<file path="config.mk">
export PLATFORM = sky130hd
export DESIGN_NAME = fetch_stage
export DESIGN_NICKNAME = d
export VERILOG_FILES = /design/src/rtl/fetch_stage_pkg.sv /design/src/rtl/fetch_stage_return_stack.sv /design/src/rtl/fetch_stage.sv
export SDC_FILE = /design/constraint.sdc
export NUM_CORES = 1
export LEC_CHECK = 0
export CAP_MARGIN = 40
export CORE_MARGIN = 2
export CORE_UTILIZATION = 58
export DETAILED_ROUTE_END_ITERATION = 10
export GPL_TIMING_DRIVEN = 0
export PLACE_DENSITY = 0.87
export SYNTH_ARGS = -nofsm -noshare
export SYNTH_HDL_FRONTEND = slang
export SYNTH_SLANG_ARGS = --single-unit
export TNS_END_PERCENT = 30
</file>
<file path="constraint.sdc">
create_clock -name clk -period 4.37 [get_ports clk]
set_clock_uncertainty 0.15 [all_clocks]
set_input_delay 0.6555 -clock clk [delete_from_list [all_inputs] [get_ports clk]]
set_output_delay 0.6555 -clock clk [all_outputs]
set_load 0.05 [all_outputs]
</file>
<file path="src/rtl/fetch_stage_pkg.sv">
// Shared widths, PC-select encodings and IF/ID record for the fetch stage.
package fetch_stage_pkg;

  localparam int ADDR_LEN        = 12;
  localparam int INSTRUCTION_LEN = 16;

  // PC source chosen by execute.
  localparam logic [1:0] PC_SEL_SEQ    = 2'b00;
  localparam logic [1:0] PC_SEL_OFFSET = 2'b01;
  localparam logic [1:0] PC_SEL_CONST  = 2'b10;
  localparam logic [1:0] PC_SEL_STACK  = 2'b11;

  // Contents of the IF/ID pipeline register.
  typedef struct packed {
    logic [INSTRUCTION_LEN-1:0] instruction;
    logic [ADDR_LEN-1:0]        pc;
    logic                       valid;
  } ifid_t;

  // An all-zero record doubles as the bubble and the reset value.
  localparam ifid_t IFID_BUBBLE = '0;

  // Branch target is relative to the instruction after the branch; the
  // addition wraps naturally at the address width.
  function automatic logic [ADDR_LEN-1:0] branchTarget(
    input logic [ADDR_LEN-1:0] pc,
    input logic [7:0]          offset
  );
    logic [ADDR_LEN-1:0] sextOffset;
    sextOffset = {{(ADDR_LEN-8){offset[7]}}, offset};
    return pc + ADDR_LEN'(1) + sextOffset;
  endfunction

endpackage

</file>
<file path="src/rtl/fetch_stage_return_stack.sv">
// Return-address stack: LIFO of call return addresses with sticky
// overflow/underflow flags. Pushes into a full stack and pops from an empty
// stack leave the pointer alone.
module return_stack
  import fetch_stage_pkg::*;
#(
  parameter int STACK_DEPTH = 8
) (
  input  logic                clk,
  input  logic                rst,
  input  logic                push,
  input  logic                pop,
  input  logic [ADDR_LEN-1:0] push_data,
  output logic [ADDR_LEN-1:0] top,
  output logic                empty,
  output logic                full,
  output logic                overflow,
  output logic                underflow
);

  localparam int SP_W  = $clog2(STACK_DEPTH + 1);
  localparam int IDX_W = (STACK_DEPTH > 1) ? $clog2(STACK_DEPTH) : 1;

  logic [SP_W-1:0]     r_sp;
  logic [ADDR_LEN-1:0] r_mem [STACK_DEPTH];
  logic                r_overflow;
  logic                r_underflow;

  logic                w_empty;
  logic                w_full;
  logic [IDX_W-1:0]    w_wrIdx;
  logic [IDX_W-1:0]    w_topIdx;

  assign w_empty  = (r_sp == '0);
  assign w_full   = (r_sp == SP_W'(STACK_DEPTH));
  // Writes only happen when not full, so the truncated pointer stays in range.
  assign w_wrIdx  = IDX_W'(r_sp);
  // Only meaningful when not empty; the empty case is masked below.
  assign w_topIdx = IDX_W'(r_sp - SP_W'(1));

  assign top       = w_empty ? '0 : r_mem[w_topIdx];
  assign empty     = w_empty;
  assign full      = w_full;
  assign overflow  = r_overflow;
  assign underflow = r_underflow;

  // Stack pointer and sticky error flags; flags clear only on reset.
  always_ff @(posedge clk) begin
    if (!rst) begin
      r_sp        <= '0;
      r_overflow  <= 1'b0;
      r_underflow <= 1'b0;
    end else begin
      if (push) begin
        if (w_full) begin
          r_overflow <= 1'b1;
        end else begin
          r_sp <= r_sp + SP_W'(1);
        end
      end else if (pop) begin
        if (w_empty) begin
          r_underflow <= 1'b1;
        end else begin
          r_sp <= r_sp - SP_W'(1);
        end
      end
    end
  end

  // Entry storage; no reset needed since the pointer guards stale entries.
  always_ff @(posedge clk) begin
    if (rst && push && !w_full) begin
      r_mem[w_wrIdx] <= push_data;
    end
  end

endmodule

</file>
<file path="src/rtl/fetch_stage.sv">
// Instruction-fetch stage: PC register, redirect target mux, return-address
// stack and the IF/ID pipeline register feeding decode.
module fetch_stage
  import fetch_stage_pkg::*;
#(
  parameter int STACK_DEPTH = 8
) (
  input  logic                       clk,
  input  logic                       rst,
  input  logic                       stall,
  input  logic [1:0]                 EX_pc_sel,
  input  logic [ADDR_LEN-1:0]        EX_pc,
  input  logic [7:0]                 EX_offset,
  input  logic [ADDR_LEN-1:0]        EX_const,
  input  logic                       EX_push,
  output logic [ADDR_LEN-1:0]        imem_addr,
  input  logic [INSTRUCTION_LEN-1:0] imem_data,
  output logic [INSTRUCTION_LEN-1:0] PR1_instruction,
  output logic [ADDR_LEN-1:0]        PR1_pc,
  output logic                       PR1_valid,
  output logic                       flush_ID,
  output logic                       stack_overflow,
  output logic                       stack_underflow
);

  logic [ADDR_LEN-1:0] r_pc;
  ifid_t               r_ifid;

  logic                w_redirect;
  logic                w_push;
  logic                w_pop;
  logic [ADDR_LEN-1:0] w_target;
  logic [ADDR_LEN-1:0] w_stackTop;
  logic                w_stackEmpty;
  logic                w_unusedStackFull;

  // Any non-sequential select is a redirect; a push only counts alongside
  // an absolute jump, which is how calls are encoded.
  assign w_redirect = (EX_pc_sel != PC_SEL_SEQ);
  assign w_push     = EX_push && (EX_pc_sel == PC_SEL_CONST);
  assign w_pop      = (EX_pc_sel == PC_SEL_STACK);

  return_stack #(
    .STACK_DEPTH (STACK_DEPTH)
  ) u_return_stack (
    .clk       (clk),
    .rst       (rst),
    .push      (w_push),
    .pop       (w_pop),
    .push_data (EX_pc + ADDR_LEN'(1)),
    .top       (w_stackTop),
    .empty     (w_stackEmpty),
    .full      (w_unusedStackFull),
    .overflow  (stack_overflow),
    .underflow (stack_underflow)
  );

  // Redirect target selection; a return from an empty stack goes to 0.
  always_comb begin
    w_target = '0;
    unique case (EX_pc_sel)
      PC_SEL_OFFSET: w_target = branchTarget(EX_pc, EX_offset);
      PC_SEL_CONST:  w_target = EX_const;
      PC_SEL_STACK:  w_target = w_stackEmpty ? '0 : w_stackTop;
      default:       w_target = '0;
    endcase
  end

  // PC register: a redirect beats stall, otherwise advance unless stalled.
  always_ff @(posedge clk) begin
    if (!rst) begin
      r_pc <= '0;
    end else if (w_redirect) begin
      r_pc <= w_target;
    end else if (!stall) begin
      r_pc <= r_pc + ADDR_LEN'(1);
    end
  end

  // IF/ID register: bubble on redirect, capture the fetch otherwise, hold on stall.
  always_ff @(posedge clk) begin
    if (!rst) begin
      r_ifid <= IFID_BUBBLE;
    end else if (w_redirect) begin
      r_ifid <= IFID_BUBBLE;
    end else if (!stall) begin
      r_ifid.instruction <= imem_data;
      r_ifid.pc          <= r_pc;
      r_ifid.valid       <= 1'b1;
    end
  end

  assign imem_addr       = r_pc;
  assign PR1_instruction = r_ifid.instruction;
  assign PR1_pc          = r_ifid.pc;
  assign PR1_valid       = r_ifid.valid;
  assign flush_ID        = w_redirect;

endmodule

</file>
## Word-level counts from Yosys, hierarchy flattened

Memory sizes are Yosys's and may differ from the RTL's.
Cells that the tools add are included.

- Add/subtract/negate cells: 5
- Eq/ne operators: 7
- Muxes and demuxes: 10
- Bitwise logic cells: 2
- Reductions and logical operators: 11

Operators by type and width:

| operator | count |
|---|---|
| 2-to-1 mux 12 bit | 3 |
| one-hot mux 12 bit (3 select lines) | 1 |
| adder 12 x 1 -> 12 bit (second input constant) | 2 |
| 2-to-1 mux 4 bit | 4 |
| adder 12 bit | 1 |
| AND reduction 3 bit | 2 |
| adder 4 x 1 -> 4 bit (second input constant) | 1 |
| == test 2 bit (second input constant) | 2 |
| == test 4 bit (second input constant) | 1 |
| zero test 4 bit | 1 |
| inequality test 2 x 1 -> 1 bit (second input constant) | 2 |
| nonzero test 2 bit | 2 |
| subtractor 4 x 1 -> 4 bit (second input constant) | 1 |
| logical AND 1 bit | 3 |
| == test 2 x 1 -> 1 bit (second input constant) | 1 |
| 2-to-1 mux 1 bit | 2 |
| inequality test 2 bit (second input constant) | 1 |
| inverter 1 bit | 2 |
| AND reduction 2 bit | 1 |
| OR reduction 2 bit | 1 |
| zero test 1 bit | 1 |

- Register bits: 47
- Bits in writable memories: 96
- Input port bits: 54
- Output and inout bits: 44
- Logic and storage cells: 43
- Memories kept: 1

Memories:

| name | depth | bits a word | rd ports | clocked after Yosys merged registers in | wr ports | line | text |
|---|---|---|---|---|---|---|---|
| u_return_stack.r_mem | 8 | 12 | 1 | 0 | 1 | fetch_stage_return_stack.sv:25 | `logic [ADDR_LEN-1:0] r_mem [STACK_DEPTH];` |

## Longest topological paths before layout

Gate-level depths: netlist of the first run.

- Depth in word-level cells: 6
- Gate-level depth with buffers: 11
- Gate-level depth less buffers: 11

## By module

From an unflattened synthesis of the first run, not the netlist that was laid out.

- Cells, all modules: 542
- Area total of the unflattened synthesis: 6,776.5 µm²

Modules (own cells, without submodules):

| module | instances | cells each | area each (µm²) | seq. area each (µm²) |
|---|---|---|---|---|
| return_stack | 1 | 222 | 4,092.7 | 3,002.9 |
| fetch_stage | 1 | 320 | 2,683.8 | 820.8 |

## Worst setup path after synthesis of the first run

Ideal clock, no wire load.

- Path kind: input -> register
- From: in EX_pc[2]
- To: reg r_pc[11], in the netlist imem_addr[11]
- Library setup time: 0.137 ns
- Arrival: 2.791 ns
- Required time: 4.083 ns
- Slack: 1.292 ns
- Cell stages on the path: 11
- Path buffers: 1
- Path through: and4_1 > nand4_1 > xnor2_1 > ha_1 > buf_6 > a21o_1 > a21oi_2 > nor2_1 > a2111oi_4 > xnor2_1 > a31oi_1

- Longest elaborated chain between the ends: 4

RTL lines:

| item | line | text |
|---|---|---|
| start: declaration | fetch_stage.sv:12 | `input logic [ADDR_LEN-1:0] EX_pc,` |
| adder 12 x 1 -> 12 bit | - |  |
| net u_return_stack.push_data[7] | fetch_stage_return_stack.sv:13 | `input logic [ADDR_LEN-1:0] push_data,` |
| adder 12 bit | fetch_stage_pkg.sv:31 | `return pc + ADDR_LEN'(1) + sextOffset;` |
| one-hot mux 12 bit (3 select lines) | fetch_stage.sv:61 | `unique case (EX_pc_sel)` |
| 2-to-1 mux 12 bit | fetch_stage.sv:73 | `end else if (w_redirect) begin` |
| end signal: assignment | fetch_stage.sv:74 | `r_pc <= w_target;` |
| end signal: assignment | fetch_stage.sv:76 | `r_pc <= r_pc + ADDR_LEN'(1);` |
| end: declaration | fetch_stage.sv:26 | `logic [ADDR_LEN-1:0] r_pc;` |

The timed path passes the listed nets, and every way through them passes these cells.
A chain may end at the register's enable or synchronous reset.

## Worst setup path in the final report of the first run

Ends and elaborated chain as after synthesis.

==> flow_summary.yaml, run 1 <==
routing:
  wl_per_cell_um: 21.46
  detail_route.wirelength_um: 16690
  vias: 4749
  drt_iter0_markers: 477
  drc: 0
  via_per_inst: 6.104
  drtAntennaViolNets: 0
  drt_first_pass_iters: 5
yosys:
  synthesis.nets: 575
  synth_xor_area_share_pct: 4.403
  yosys-top-cells-area: "edfxtp_1, dfxtp_1, mux4_2"
  synth_cells: 503
  synth.mux.area_fraction_pct: 13.13
  synth_fa_ha_area_share_pct: 3.545
  synth_simple_gate_area_share_pct: 9.644
  synth_flop_cell: "edfxtp_1"
  synth_compound_area_share_pct: 8.481
  synth.most_common_cell: "edfxtp_1"
  synth_top_area_cell: "edfxtp_1"
  synth-async-reset-ratio_pct: 0
  synth_edf_count: 96
  synth_warnings: 0
  yosysSeqAreaShare_pct: 58.24
  ys_top_cells_by_count: "edfxtp_1, nor2_1, dfxtp_1"
  synth-seq-cells: 143
  synth_top_area_share_pct: 43.91
  synth.distinct_cells: 48
  netlist_area_um2: 6565
  avgSynthCellArea_um2: 13.05
  synth_top_family_by_area: "multiplexers"
layout:
  layout.nets: 697
  drive_gt1_share_pct: 12.85
  fillers: 685
  instances_no_fill: 778
  synthToLayoutAreaGrowth_pct: 27.54
  antennaDiodeCount: 0
grt:
  grt_pass1_wl_um: 25410
  grt_pass1_vias: 4815
  antenna_found_initial: 0
  grtUsageTotal_pct: 28.74
  grt-ovfl-total: 0
  grt_start_max_net_pins: 17
  grt_use_met1_pct: 35.25
  use_met3_pct: 6.232
  busiest_layer: "met2"
  met2_usage_pct: 48.99
timing:
  rsz0062_at_grt: "false"
  hold_viol_final: 0
  maxSlewHeadroom_pct: 35.46
  period_share_pct: 88.39
  finalSetupTns_ns: 0
  max_freq_mhz: 258.9
  worst_slew_pin_slew_ns: 0.9611
  setup_viol: 0
  fin_crit_ns: 3.863
  slew_viol_final: 0
cts:
  clk_pin_slew_ns: 0.06
  clockBufferDepth: 2
  cts_resized: 0
  cts_hold_buf: 0
  cts_setup_buffers: 0
  clock_latency_ns: 0.42
  clkSinkCount: 143
  cts_root_buf: "clkbuf_16"
  cts_tree: "done"
  numCtsBuffers: 17
  ctsHtreeMaxLevel: 4
setup_path:
  crit_arrival_ns: 3.99
  start_kind: "input port"
  path_max_fanout: 9
  cp-startpoint: "EX_pc[2]"
  reg2reg_from: "u_return_stack.r_sp[0]"
  crit_required_ns: 4.50
  worstSetupPathType: "in -> reg"
  cp-end-kind: "register"
placed_design:
  gp_congestion: 0.8607
  place_hpwl_um: 11450
  io_buffers: 95
  dp.cells: 746
floorplan:
  ios: 98
  row_count: 38
  start_util_pct: 60.03
  die_h_um: 110.4
  die-width_um: 110.4
  core_area_um2: 10940
  die_area_um2: 12190
pwr:
  leakage_nw: 3.009
  p_seq_share_pct: 40.4
  combPwrFrac_pct: 20.5
  ir_drop_v: 0.0003238
  power.internal_mw: 2.660
  p_switching_mw: 1.082
  powerDensity_nw_per_um2: 446.9
  switching_share_pct: 28.91
  pwr-share-clk_pct: 39.1
min_path:
  worst_hold_startpoint: "PR1_valid"
  holdCritPathClass: "reg -> reg"
run_status:
  status: "complete, no violations"
run:
  maxCapViolCount: 0
-- power by group through the flow --
stage          registers (mW)  logic, mW  clock network [mW]
2_1_floorplan            1.60      0.448                   0
3_3_place_gp             1.54      0.710                   0
3_5_place_dp             1.54      0.735                   0
4_1_cts                  1.51      0.756                1.48
5_1_grt                  1.51      0.809                1.53
6_report                 1.51      0.767                1.46
-- per-stage QoR --
| step | power (mW) | worst slack [ns] | util [%] | area (um2) | hold WS (ns) |
|---|---|---|---|---|---|
| 2_1_floorplan | 2.044 | 1.292 | - | 6565 | 0.3440 |
| 3_5_place_dp | 2.274 | 0.1545 | 71.04 | 7769 | 0.2959 |
| 6_report | 3.742 | 0.5072 | 76.57 | 8373 | 0.3034 |
| 3_3_place_gp | 2.246 | 0.3001 | 70.33 | 7691 | 0.2867 |
| 5_1_grt | 3.856 | 0.2928 | 76.57 | 8373 | 0.3173 |
| 4_1_cts | 3.742 | 0.5522 | 76.57 | 8373 | 0.3042 |
-- routing by layer --
metal	wire [um]	vias to the layer above
li1	-	2141
met1	6433	2238
met2	7989	327
met3	1734	43
met4	536	0
met5	0	-
-- worst max-delay path, stage by stage --
cell	delay (ns)
clkdlybuf4s50_1	0.54
and4_1	0.31
nand4_1	0.14
xnor2_1	0.70
ha_1	0.39
buf_6	0.14
a21o_1	0.22
a21oi_2	0.17
nor2_1	0.09
a2111oi_4	0.33
xnor2_1	0.19
a31oi_1	0.12
-- worst paths after layout --
path	end	slack (ns)	depth (start not counted)
worst min register to register	PR1_valid	0.30	2
worst max-delay path	imem_addr[11]	0.51	12
worst max register to register	imem_addr[9]	1.31	10
worst min-delay path	PR1_valid	0.30	2
-- placed cells by master, fill, tap and decap left out, types with 5 or more instances in the layout --
master	count
a21o_1	10
a21oi_1	22
a221oi_1	7
and3_1	8
buf_2	5
buf_4	8
clkbuf_1	12
clkbuf_16	17
clkdlybuf4s50_1	95
dfxtp_1	47
edfxtp_1	96
ha_1	17
inv_1	13
mux2i_1	31
mux4_2	24
nand2_1	34
nand3_1	17
nand4_1	7
nor2_1	51
o21a_1	5
o21ai_0	10
xnor2_1	23
xor2_1	10
-- cell type report --
class / instances / area [um2] / area share (%)
plain buffers: 24 / 118.9 / 1.420
well taps: 140 / 175.2 / 2.092
clock inverters: 15 / 178.9 / 2.137
multi-input cells: 323 / 2584 / 30.86
inverters: 13 / 48.80 / 0.5828
flip-flops and latches: 143 / 3824 / 45.67
repair buffers: 103 / 1018 / 12.16
clock buffers: 17 / 425.4 / 5.081
-- registers in the layout, summed over array words and instances (netlist names) --
name,flops
imem_addr,12
PR1_pc,12
PR1_instruction,16
u_return_stack.r_sp,4
u_return_stack.underflow,1
u_return_stack.overflow,1
u_return_stack.r_mem,96
PR1_valid,1
-- logic make-up (layout without fill, tap and decap cells) --
| logic type | Yosys count | count (layout) |
|---|---|---|
| compound gates | 79 | 79 |
| buf+inv | 37 | 172 |
| xor+xnor | 33 | 33 |
| flops | 143 | 143 |
| mux | 56 | 56 |
| simple gates | 137 | 137 |
| fa+ha+maj | 18 | 18 |
Power figures use the tool's default switching activity.
==> run 2: changes to the inputs <==
--- a/config.mk
+++ b/config.mk
@@ -7,10 +7,10 @@
 export LEC_CHECK = 0
 export CAP_MARGIN = 40
 export CORE_MARGIN = 2
-export CORE_UTILIZATION = 58
+export CORE_UTILIZATION = 49
 export DETAILED_ROUTE_END_ITERATION = 10
 export GPL_TIMING_DRIVEN = 0
-export PLACE_DENSITY = 0.87
+export PLACE_DENSITY = 0.78
 export SYNTH_ARGS = -nofsm -noshare
 export SYNTH_HDL_FRONTEND = slang
 export SYNTH_SLANG_ARGS = --single-unit
==> constraint.sdc (replaced) <==
create_clock -name clk -period 3.1 [get_ports clk]
set_clock_uncertainty 0.15 [all_clocks]
set_input_delay 0.465 -clock clk [delete_from_list [all_inputs] [get_ports clk]]
set_output_delay 0.465 -clock clk [all_outputs]
set_load 0.05 [all_outputs]
==> run 2 against run 1 <==
Net effect:
- the run now ends with setup timing left
- critical path depth unchanged
- hold slack improved by 0.0047 ns
- first-iteration DRC count decreased by 8.2%
- non-clock buffer count grew 6
- die area increased by 18%
- global-route usage down 5.1 points
- register-to-register slack worse by 1.3 ns
- via count is 2.8% lower
- worst setup slack got worse by 0.51 ns
- critical path type unchanged
- largest cell class unchanged
==> flow_summary.yaml, run 2 (synthesis results as in run 1) <==
setup_path:
  critPathMaxStageDelay_ns: 0.53
  r2r-end: "u_return_stack.r_mem[7][10]"
  cp_num_buf_inv: 2
  cp_top_family: "compound AO/OA/AOI/OAI gates"
  r2r_cells: 10
  path_max_fanout: 7
  path_cells: "clkdlybuf4s50_1 > and4_4 > nand4_1 > xnor2_4 > ha_1 > buf_6 > a21o_1 > a21oi_2 > nor2_1 > a2111oi_4 > xnor2_1 > a31oi_1"
  reg2reg_from: "u_return_stack.r_sp[0]"
  regToRegSetupSlack_ns: 0.06
  worstSetupPathType: "in -> reg"
  start_kind: "input port"
  critPathSlowestCell: "clkdlybuf4s50_1"
  crit_arrival_ns: 3.25
  cp-end-kind: "register"
  crit_required_ns: 3.24
timing:
  fin_crit_ns: 3.105
  maxSlewHeadroom_pct: 41.71
  max_freq_mhz: 322.0
  setup_viol: 1
  timing.final.ws_setup_ns: -0.005273
  rsz0062_at_grt: "true"
  worst_slew_pin_slew_ns: 0.8682
  period_share_pct: 100.2
  slew_viol_final: 0
  hold_viol_final: 0
run:
  maxCapViolCount: 0
routing:
  vias: 4614
  detail_route.wirelength_um: 16120
  wl_per_cell_um: 19.66
  drc: 0
  drt_iter0_markers: 438
  via_per_inst: 5.627
  drtAntennaViolNets: 0
  drt_first_pass_iters: 4
grt:
  met2_usage_pct: 40.79
  use_met3_pct: 6.559
  grtUsageTotal_pct: 23.67
  grt_use_met1_pct: 28.42
  grt_pass1_wl_um: 25350
  grt_pass1_vias: 4685
  grt-ovfl-total: 0
  antenna_found_initial: 0
  grt_start_max_net_pins: 17
  busiest_layer: "met2"
placed_design:
  gp_congestion: 0.8258
  post-place-ws_ns: -0.9000
  place_hpwl_um: 11410
  io_buffers: 95
layout:
  layout.nets: 703
  top_register: "u_return_stack.r_mem"
  drive_gt1_share_pct: 16.46
  layout_commonest_cell: "edfxtp_1"
  synthToLayoutAreaGrowth_pct: 32.17
  largest_register_ff_count: 96
  antennaDiodeCount: 0
  final_cell_mix: "edfxtp_1, clkdlybuf4s50_1, dfxtp_1"
min_path:
  hold-path-cell-count: 2
  hold_end: "PR1_valid"
  holdCritPathClass: "reg -> reg"
  worst_hold_startpoint: "PR1_valid"
floorplan:
  core_area_um2: 13140
  die_h_um: 119.8
  die-width_um: 119.8
  start_util_pct: 49.97
  ios: 98
  row_count: 42
  die_area_um2: 14340
cts:
  clockBufferDepth: 2
  cts_tree: "done"
  cts_root_buf: "clkbuf_16"
  numCtsBuffers: 17
  ctsHtreeMaxLevel: 4
  clkSinkCount: 143
  clk_pin_slew_ns: 0.06
  clock_latency_ns: 0.43
pwr:
  ir_drop_v: 0.0003958
  pwr-share-clk_pct: 38.9
  combPwrFrac_pct: 20.7
  switching_share_pct: 27.42
  finalPower_mw: 5.274
  power.internal_mw: 3.828
  leakage_nw: 3.121
  p_switching_mw: 1.446
  powerDensity_nw_per_um2: 607.9
  p_seq_share_pct: 40.4
run_status:
  status: "complete, but fails checks"
  failed_checks: "setup timing"
-- run 2: cell types whose count changed in the layout (fill, tap and decap cells not counted), moves of 3 or more --
cell,change
inv_8,-4
buf_4,+4
clkdlybuf4s50_1,-5
xnor2_1,-7
xnor2_4,+5
nor2_2,+6
dlymetal6s2s_1,+3
nor2_1,-7
-- run 2: power groups by stage --
stage / Sequential [mW] / Clock (mW) / Combinational (mW)
2_1_floorplan: 2.25 / 0 / 0.631
3_3_place_gp: 2.17 / 0 / 1.01
3_5_place_dp: 2.17 / 0 / 1.03
4_1_cts: 2.13 / 2.09 / 1.06
5_1_grt: 2.14 / 2.16 / 1.17
6_report: 2.13 / 2.05 / 1.09
-- run 2: worst max-delay path by stage --
stage,start,to,slack [ns],depth (start not counted)
final,EX_pc[5],imem_addr[11],-0.005,12
after global routing,u_return_stack.r_sp[0],u_return_stack.r_mem[7][6],-0.14,10
after CTS,EX_pc[0],imem_addr[8],-0.03,10
after detailed placement,EX_pc[0],imem_addr[8],-0.90,11
after global placement,EX_pc_sel[1],u_return_stack.r_mem[1][2],-1.01,6
after floorplan,u_return_stack.r_sp[0],u_return_stack.r_mem[1][0],0.19,9
-- run 2: worst min-delay path, stage by stage, from the launching register on --
cell	delay, ns
dfxtp_1	0.31
inv_1	0.05
a21oi_1	0.05
-- run 2: cell type report --
type,instances,area (um2)
repair buffers,109,1072
multi-input cells,323,2791
inverters,13,48.80
fillers,936,4461
clock inverters,13,162.7
plain buffers,24,125.1
clock buffers,19,432.9
flip-flops and latches,143,3824
well taps,176,220.2
-- run 2: timing repair --
action | CTS | global route
setup endpoints to repair | 20 | 74
setup buffers | 3 | 3
hold buffers | 0 | 0
gates resized for setup | 20 | 20
pin swaps | 4 | 3
-- run 2: routing by layer --
layer | vias to the layer above | share of wire, %
met4 | 0 | 1.8
li1 | 2153 | -
met3 | 26 | 7.1
met1 | 2237 | 41
met5 | - | 0
met2 | 198 | 50
-- run 2: through the flow --
| stage | instances | area, um2 | utilization, % | setup TNS, ns | hold WS, ns |
|---|---|---|---|---|---|
| after floorplan | 503 | 6565 | - | 0 | 0.3440 |
| after global routing | 820 | 8677 | 66.05 | -5.390 | 0.3362 |
| after CTS | 817 | 8554 | 65.11 | -0.03236 | 0.3033 |
| after detailed placement | 782 | 7818 | 59.50 | -9.607 | 0.2944 |
| final | 820 | 8677 | 66.05 | -0.005273 | 0.3081 |
| after global placement | 774 | 7736 | 58.89 | -52.51 | 0.2860 |
